## config.mk

```make
export PLATFORM = sky130hd
export DESIGN_NAME = path_buffer
export DESIGN_NICKNAME = d
export VERILOG_FILES = /design/src/rtl/path_buffer.sv
export SDC_FILE = /design/constraint.sdc
export NUM_CORES = 1
export LEC_CHECK = 0
export ABC_CLOCK_PERIOD_IN_PS = 4700
export CAP_MARGIN = 20
export CORE_MARGIN = 1
export CORE_UTILIZATION = 40
export DETAILED_ROUTE_END_ITERATION = 8
export GPL_TIMING_DRIVEN = 1
export SLEW_MARGIN = 10
export SYNTH_ARGS = -nofsm -noshare
export SYNTH_HDL_FRONTEND = slang
export SYNTH_SLANG_ARGS = --single-unit
```

## constraint.sdc

```tcl
create_clock -name clk_i -period 4.7 [get_ports clk_i]
set_clock_uncertainty 0.05 [all_clocks]
set_input_delay 0.94 -clock clk_i [delete_from_list [all_inputs] [get_ports clk_i]]
set_output_delay 0.94 -clock clk_i [all_outputs]
set_load 0.01 [all_outputs]
```

## src/rtl/path_buffer.sv

```systemverilog
// Move-history stack with oldest-first replay stream for the maze-solver datapath.
// Define PATH_BUFFER_REVERSE_EN to add replay_rev_i (newest-first, MSB-inverted retrace).
module path_buffer #(
   parameter int unsigned MOVE_W = 2,
   parameter int unsigned DEPTH  = 64,
   localparam int unsigned CNT_W = $clog2(DEPTH + 1)
) (
   input  logic              clk_i,
   input  logic              rst_i,
   input  logic              clear_i,
   input  logic              push_i,
   input  logic [MOVE_W-1:0] push_data_i,
   input  logic              pop_i,
   output logic [MOVE_W-1:0] top_data_o,
   output logic [CNT_W-1:0]  count_o,
   output logic              empty_o,
   output logic              full_o,
   output logic              overflow_o,
   input  logic              replay_start_i,
`ifdef PATH_BUFFER_REVERSE_EN
   input  logic              replay_rev_i,
`endif
   output logic              replay_valid_o,
   input  logic              replay_ready_i,
   output logic [MOVE_W-1:0] replay_data_o,
   output logic              replay_done_o,
   output logic              busy_o
);

   localparam int unsigned IdxW = $clog2(DEPTH);

   typedef enum logic [1:0] {StIdle, StReplay, StDone} state_e;

   state_e             state_q, state_d;
   logic [CNT_W-1:0]   count_q, count_d;
   logic [IdxW-1:0]    idx_q, idx_d;
   logic               overflow_q, overflow_d;
   logic               rev_q, rev_d;
   logic [MOVE_W-1:0]  mem [DEPTH];
   logic               mem_we;
   logic [IdxW-1:0]    mem_waddr;
   logic [IdxW-1:0]    top_idx;
   logic               is_empty, is_full, last_entry, rev_start;
   logic [MOVE_W-1:0]  msb_mask;

`ifdef PATH_BUFFER_REVERSE_EN
   assign rev_start = replay_rev_i;
`else
   assign rev_start = 1'b0;
`endif

   assign msb_mask   = MOVE_W'(1) << (MOVE_W - 1);
   // count == DEPTH wraps to DEPTH-1 in IdxW bits, which is still the top slot
   assign top_idx    = count_q[IdxW-1:0] - IdxW'(1);
   assign is_empty   = (count_q == '0);
   assign is_full    = (count_q == CNT_W'(DEPTH));
   assign last_entry = rev_q ? (idx_q == '0) : (idx_q == top_idx);

   always_comb begin
      state_d    = state_q;
      count_d    = count_q;
      idx_d      = idx_q;
      overflow_d = overflow_q;
      rev_d      = rev_q;
      mem_we     = 1'b0;
      mem_waddr  = count_q[IdxW-1:0];
      if (clear_i) begin
         state_d    = StIdle;
         count_d    = '0;
         idx_d      = '0;
         overflow_d = 1'b0;
         rev_d      = 1'b0;
      end else begin
         unique case (state_q)
            StIdle: begin
               if (replay_start_i) begin
                  if (!is_empty) begin
                     state_d = StReplay;
                     rev_d   = rev_start;
                     idx_d   = rev_start ? top_idx : '0;
                  end else begin
                     state_d = StDone;
                  end
               end else if (push_i && pop_i && !is_empty) begin
                  mem_we    = 1'b1;
                  mem_waddr = top_idx;
               end else if (push_i && !is_full) begin
                  mem_we  = 1'b1;
                  count_d = count_q + CNT_W'(1);
               end else if (push_i) begin
                  overflow_d = 1'b1;
               end else if (pop_i && !is_empty) begin
                  count_d = count_q - CNT_W'(1);
               end
            end
            StReplay: begin
               if (replay_ready_i) begin
                  if (last_entry) begin
                     state_d = StDone;
                     idx_d   = '0;
                  end else begin
                     idx_d = rev_q ? idx_q - IdxW'(1) : idx_q + IdxW'(1);
                  end
               end
            end
            StDone:  state_d = StIdle;
            default: state_d = StIdle;
         endcase
      end
   end

   always_ff @(posedge clk_i or posedge rst_i) begin
      if (rst_i) begin
         state_q    <= StIdle;
         count_q    <= '0;
         idx_q      <= '0;
         overflow_q <= 1'b0;
         rev_q      <= 1'b0;
      end else begin
         state_q    <= state_d;
         count_q    <= count_d;
         idx_q      <= idx_d;
         overflow_q <= overflow_d;
         rev_q      <= rev_d;
      end
   end

   // Storage is not reset; count_q alone defines which entries are live
   always_ff @(posedge clk_i) begin
      if (mem_we) begin
         mem[mem_waddr] <= push_data_i;
      end
   end

   assign top_data_o     = is_empty ? '0 : mem[top_idx];
   assign count_o        = count_q;
   assign empty_o        = is_empty;
   assign full_o         = is_full;
   assign overflow_o     = overflow_q;
   assign replay_valid_o = (state_q == StReplay);
   assign replay_data_o  = (state_q == StReplay) ? (mem[idx_q] ^ (rev_q ? msb_mask : '0)) : '0;
   assign replay_done_o  = (state_q == StDone);
   assign busy_o         = (state_q != StIdle);

endmodule

```

==> flow_summary.ini, run 1 <==
[yosys]
synth_area_leaders = edfxtp_1, mux4_2, dfrtp_1
syn_nets = 584
synth.avg_cell_area_sq_um = 14.1
synth-edff-count = 128
synthCells = 566
synth-seq-cells = 144
synth_top_area_share_pct = 48.2
syn_area_sq_mm = 0.00798
synth_top_cell_by_area = edfxtp_1
ys_warn_count = 0
async_reset_ff_share_pct = 11.1
yosys.cell_types.count = 57
synth_ff_type = edfxtp_1
ys_seq_area_share_pct = 53.2

[status]
status = finished clean

[timing]
drv_slew = 0
setup_tns_ps = 0
setup_violations = 0
worst_slew_margin_rel_pct = 25.2
fin_crit_sh_pct = 94.1
finalWorstSetupSlack_ps = 275
tightestPinTransition_ps = 1120
rsz0062_at_grt = no
min_period_ps = 4420
finalHoldViolCount = 0
max_freq_ghz = 0.226

[pwr]
p_leak_nw = 2.86
power_frac_seq_pct = 26.9
p_int_mw = 3.49
p_clk_share_pct = 23.0
total_power_mw = 5.74
switchingPower_mw = 2.25
powerDensity_mw_per_mm2 = 630
swShare_pct = 39.1
power_frac_comb_pct = 50.1
max-vdd-ir-drop_mv = 0.264

[place]
port_buffers = 25
place_ws_ps = 640
dp_hpwl_um = 14100
post_dp_cell_area_sq_mm = 0.00852
gp_congestion = 0.954

[global_routing]
grt_usage_pct = 21.0
grt_pass1_vias = 5438
antenna_found_initial = 0
grt_pass1_wl_um = 31100
grt_max_degree = 65
overflow = 0

[final_layout]
stdcell_area_sq_mm = 0.00911
n_antenna_cell = 0
syn_to_final_growth_pct = 14.2
fin_nets = 606
drive_above_1_share_pct = 23.2
layout_common_cells = edfxtp_1, nor2_1, mux4_2, nor3_1, nand2_1
final_common_cell = edfxtp_1
final_util_pct = 46.7

[drt]
vias = 5358
route.met3.wl_um = 1530
dr.max_layer_used = met4
drc = 0
first_pass_iters = 5
wire_per_inst_um = 23.3
avgViaCountPerCell = 6.20
drt_iter0_markers = 577
antenna_left = 0
routed_wl_um = 20100
drt-met1-wl_um = 8580
wl_met2_um = 9530

[floorplanning]
num_io_pins = 26
rows = 51
core_area_sq_mm = 0.0195
die_h_um = 143
die_width_um = 143
initial_core_util_pct = 40.9
dieArea_sq_mm = 0.0205

[cts]
cts_max_level = 4
path_clk_slew_ps = 60
cts-root-buf = clkbuf_16
numCtsBuffers = 17
clock-sinks = 144
cts_hold_buffers = 0
clockBufferDepth = 2
cts_tree = built
postCtsSetupRepairBufs = 0
clk_latency_ps = 430

[min_path]
hp-class = flop to flop

[worst_setup_path]
cp_slowest_cell = clkdlybuf4s50_1
crit_fanout = 10
path_buf_inv = 2
setup.worst_path.class = flop to output port
critPathLaunchType = flop
cp_cell_sequence = inv_1 -> ha_1 -> nor3b_2 -> xnor2_1 -> and2_1 -> a221o_1 -> o22ai_1 -> clkdlybuf4s50_1
required_ps = 3710
arrival_ps = 3430
max_stage_delay_ps = 580
endpoint_kind = output port
cpLargestDelayFamily = buffers and inverters

[flow_run]
cap_violations = 0
-- kinds of logic (layout without fill, tap and decap cells) --
logic type / after synthesis / after routing / synth area share [%]
simple gates: 181 / 181 / 10.7
buf+inv: 53 / 86 / 2.84
xor+xnor: 20 / 20 / 2.37
compound gates: 64 / 64 / 6.27
fa+ha+maj: 9 / 9 / 1.51
mux: 95 / 95 / 23.1
flops: 144 / 144 / 53.2
-- cell type report --
cell class | instances | area [sq um]
clock buffer | 17 | 425
fill | 1697 | 10400
timing repair buffer | 39 | 383
tap | 265 | 332
sequential | 144 | 4250
clock inverter | 13 | 139
inverter | 17 | 63.8
multi-input combinational | 369 | 3520
-- cells in the mapped netlist (6+ instances only) --
cell type / n
nand2_1: 29
xor2_1: 10
mux4_2: 70
nand4_1: 10
mux2i_1: 18
inv_1: 17
mux2_2: 6
xnor2_1: 9
ha_1: 8
nor2_1: 70
o21ai_0: 6
o31a_1: 6
buf_2: 16
edfxtp_1: 128
a211oi_1: 7
a21oi_1: 9
dfrtp_1: 16
nor2b_1: 7
nand3_1: 8
clkbuf_1: 16
nor3_1: 31
-- state kept, by name, summed over array words and instances (netlist names) --
name        flops
mem           128
count_o         7
idx_q           6
state_q         2
overflow_o      1
-- final timing paths --
| path | from | to | slack, ps | cells past startpoint |
|---|---|---|---|---|
| setup / recovery | count_o[1] | top_data_o[1] | 280 | 8 |
| hold / removal | overflow_o | overflow_o | 460 | 2 |
| setup reg to reg | count_o[2] | mem[55][0] | 1160 | 7 |
| hold reg to reg | overflow_o | overflow_o | 460 | 2 |
| max in group asynchronous | rst_i | idx_q[0] | 3290 | 2 |
| min in group asynchronous | rst_i | state_q[1] | 850 | 2 |
-- tightest hold or removal path: cells and delay by family (launching register included) --
family / cells / cell delay, ps
flops: 1 / 350
simple gates: 2 / 130
-- routing by layer --
metal | global-route usage [%] | vias to the layer above
met5 | 0 | -
met4 | 7.39 | 0
met3 | 5.70 | 41
met2 | 33.5 | 239
met1 | 27.7 | 2785
li1 | - | 2293
-- power groups by stage --
stage               clock network, mW  registers (mW)  logic, mW
floorplan                           0            1.50       2.03
global placement                    0            1.56       2.81
detailed placement                  0            1.57       2.84
finish                           1.32            1.54       2.88
global route                     1.39            1.55       3.08
CTS                              1.33            1.54       2.86
-- through the flow --
stage,hold slack [ps],cells
after CTS,468,863
after detailed placement,453,833
after global routing,512,864
after global placement,437,833
final,462,864
after floorplan,444,566
-- timing repair --
action | CTS | global route
resized for setup | 0 | 1
endpoints found under the setup margin | 0 | 2
endpoints found under the hold margin | 0 | 0
(Power assumes the default switching activity.)
==> run 2, diff against run 1 <==
--- a/config.mk
+++ b/config.mk
@@ -8,4 +8,5 @@
 export ABC_CLOCK_PERIOD_IN_PS = 4700
 export CAP_MARGIN = 20
+export CORE_ASPECT_RATIO = 2
 export CORE_MARGIN = 1
 export CORE_UTILIZATION = 40
--- a/constraint.sdc
+++ b/constraint.sdc
@@ -3,3 +3,3 @@
 set_input_delay 0.94 -clock clk_i [delete_from_list [all_inputs] [get_ports clk_i]]
 set_output_delay 0.94 -clock clk_i [all_outputs]
-set_load 0.01 [all_outputs]
+set_load 0.005 [all_outputs]
==> flow_summary.ini, run 2 (synthesized netlist as in run 1, its figures left out) <==
[pwr]
max-vdd-ir-drop_mv = 0.382
swShare_pct = 39.1
power_frac_seq_pct = 27.9
powerDensity_mw_per_mm2 = 622
p_clk_share_pct = 22.6
switchingPower_mw = 2.22
power_frac_comb_pct = 49.6
p_int_mw = 3.45
p_leak_nw = 2.86

[place]
gp_congestion = 0.912
dp_hpwl_um = 16000
port_buffers = 25

[timing]
max_freq_ghz = 0.224
finalHoldViolCount = 0
fin_crit_sh_pct = 95.1
drv_slew = 0
rsz0062_at_grt = no
worst_slew_margin_rel_pct = 48.0
setup_tns_ps = 0
setup_violations = 0
tightestPinTransition_ps = 780
min_period_ps = 4470
worst_hold_slack_ps = 469

[cts]
clock-sinks = 144
cts-root-buf = clkbuf_16
cts_tree = built
cts_resized = 0
cts_max_level = 4
clk_latency_ps = 430
numCtsBuffers = 17
postCtsSetupRepairBufs = 0
cts_hold_buffers = 0
clockBufferDepth = 2
path_clk_slew_ps = 70

[min_path]
hold_start = overflow_o
hp-class = flop to flop
min_to = overflow_o
hold_depth = 2

[worst_setup_path]
cp_slowest_cell = dfrtp_2
max_stage_delay_ps = 580
ff2ff_setup_slack_ps = 1070
arrival_ps = 3480
r2r-start = count_o[4]
path_buf_inv = 3
required_ps = 3710
endpoint_kind = output port
critPathLaunchType = flop
crit_fanout = 20
reg2reg_depth = 11
cpLargestDelayFamily = buffers and inverters
cp_cell_sequence = inv_1 -> ha_1 -> buf_4 -> mux4_2 -> mux2_2 -> a211oi_1 -> o22ai_1 -> clkdlybuf4s50_1
r2r_end = count_o[6]
setup.worst_path.class = flop to output port

[drt]
drt_iter0_markers = 271
first_pass_iters = 7
drc = 0
avgViaCountPerCell = 6.06
vias = 5212
antenna_left = 0
wire_per_inst_um = 25.0
routed_wl_um = 21500

[final_layout]
syn_to_final_growth_pct = 14.2
drive_above_1_share_pct = 23.6
final_common_cell = edfxtp_1
largest-register = mem
n_antenna_cell = 0
layout_common_cells = edfxtp_1, nor2_1, mux4_2, nor3_1, nand2_1
largest_reg_flops = 128
fin_nets = 606

[floorplanning]
rows = 72
dieArea_sq_mm = 0.0206
die_h_um = 202
core_area_sq_mm = 0.0195
initial_core_util_pct = 41.0
die_width_um = 102
num_io_pins = 26

[status]
status = finished clean

[flow_run]
cap_violations = 0

[global_routing]
overflow = 0
grt_pass1_vias = 5518
grt_max_degree = 65
grt_usage_pct = 22.5
antenna_found_initial = 0
grt_pass1_wl_um = 32500
[run 2: changes by cell type in the layout (fill, tap and decap cells not counted), sizes merged]
| cell | before | now |
|---|---|---|
| bufinv | 2 | 1 |
| clkbuf | 17 | 18 |
| clkinv | 4 | 5 |
| inv | 21 | 22 |
[run 2: cell type report]
class,count,area [sq um]
clock buffer,18,429
clock inverter,14,133
fill,1730,10300
inverter,17,63.8
multi-input combinational,369,3520
sequential,144,4250
tap,259,324
timing repair buffer,39,395
[run 2: routing by layer]
layer | part of all wire, % | vias up | global-route usage (%)
met5 | 0 | - | 0
met1 | 33 | 2669 | 22.0
li1 | - | 2293 | -
met4 | 5.7 | 0 | 13.9
met2 | 58 | 193 | 41.9
met3 | 3.7 | 57 | 3.96
[run 2: how the worst max path moves through the flow]
| stage | cells after the start | endpoint | slack (ps) | start |
|---|---|---|---|---|
| 2_1_floorplan | 11 | top_data_o[0] | 1000 | count_o[0] |
| 3_3_place_gp | 9 | top_data_o[0] | 570 | count_o[0] |
| 3_5_place_dp | 9 | top_data_o[0] | 500 | count_o[0] |
| 4_1_cts | 9 | top_data_o[0] | 10 | count_o[0] |
| 5_1_grt | 9 | top_data_o[1] | 60 | count_o[0] |
| 6_report | 8 | top_data_o[0] | 230 | count_o[0] |
[run 2: worst register-to-register path, delay by kind of cell (launching register included)]
kind / cells / cell delay (ps)
fa+ha+maj: 1 / 420
simple gates: 5 / 1520
compound gates: 4 / 780
flops: 1 / 660
buf+inv: 1 / 90
[run 2: stage by stage]
step | setup slack (ps) | utilization [%] | power, mW | instances | instance area, sq um
3_3_place_gp | 571 | 43.7 | 4.36 | 826 | 8510
3_5_place_dp | 497 | 43.7 | 4.40 | 826 | 8510
6_report | 228 | 46.8 | 5.67 | 860 | 9110
5_1_grt | 64.3 | 46.8 | 5.95 | 860 | 9110
2_1_floorplan | 1000 | - | 3.50 | 566 | 7980
4_1_cts | 14.2 | 46.6 | 5.68 | 858 | 9070
[run 2: power by group through the flow]
stage	sequential (mW)	clock (mW)	combinational, mW
floorplan	1.50	0	2.00
global placement	1.60	0	2.75
detailed placement	1.61	0	2.80
CTS	1.58	1.30	2.80
global route	1.59	1.35	3.01
finish	1.58	1.28	2.81
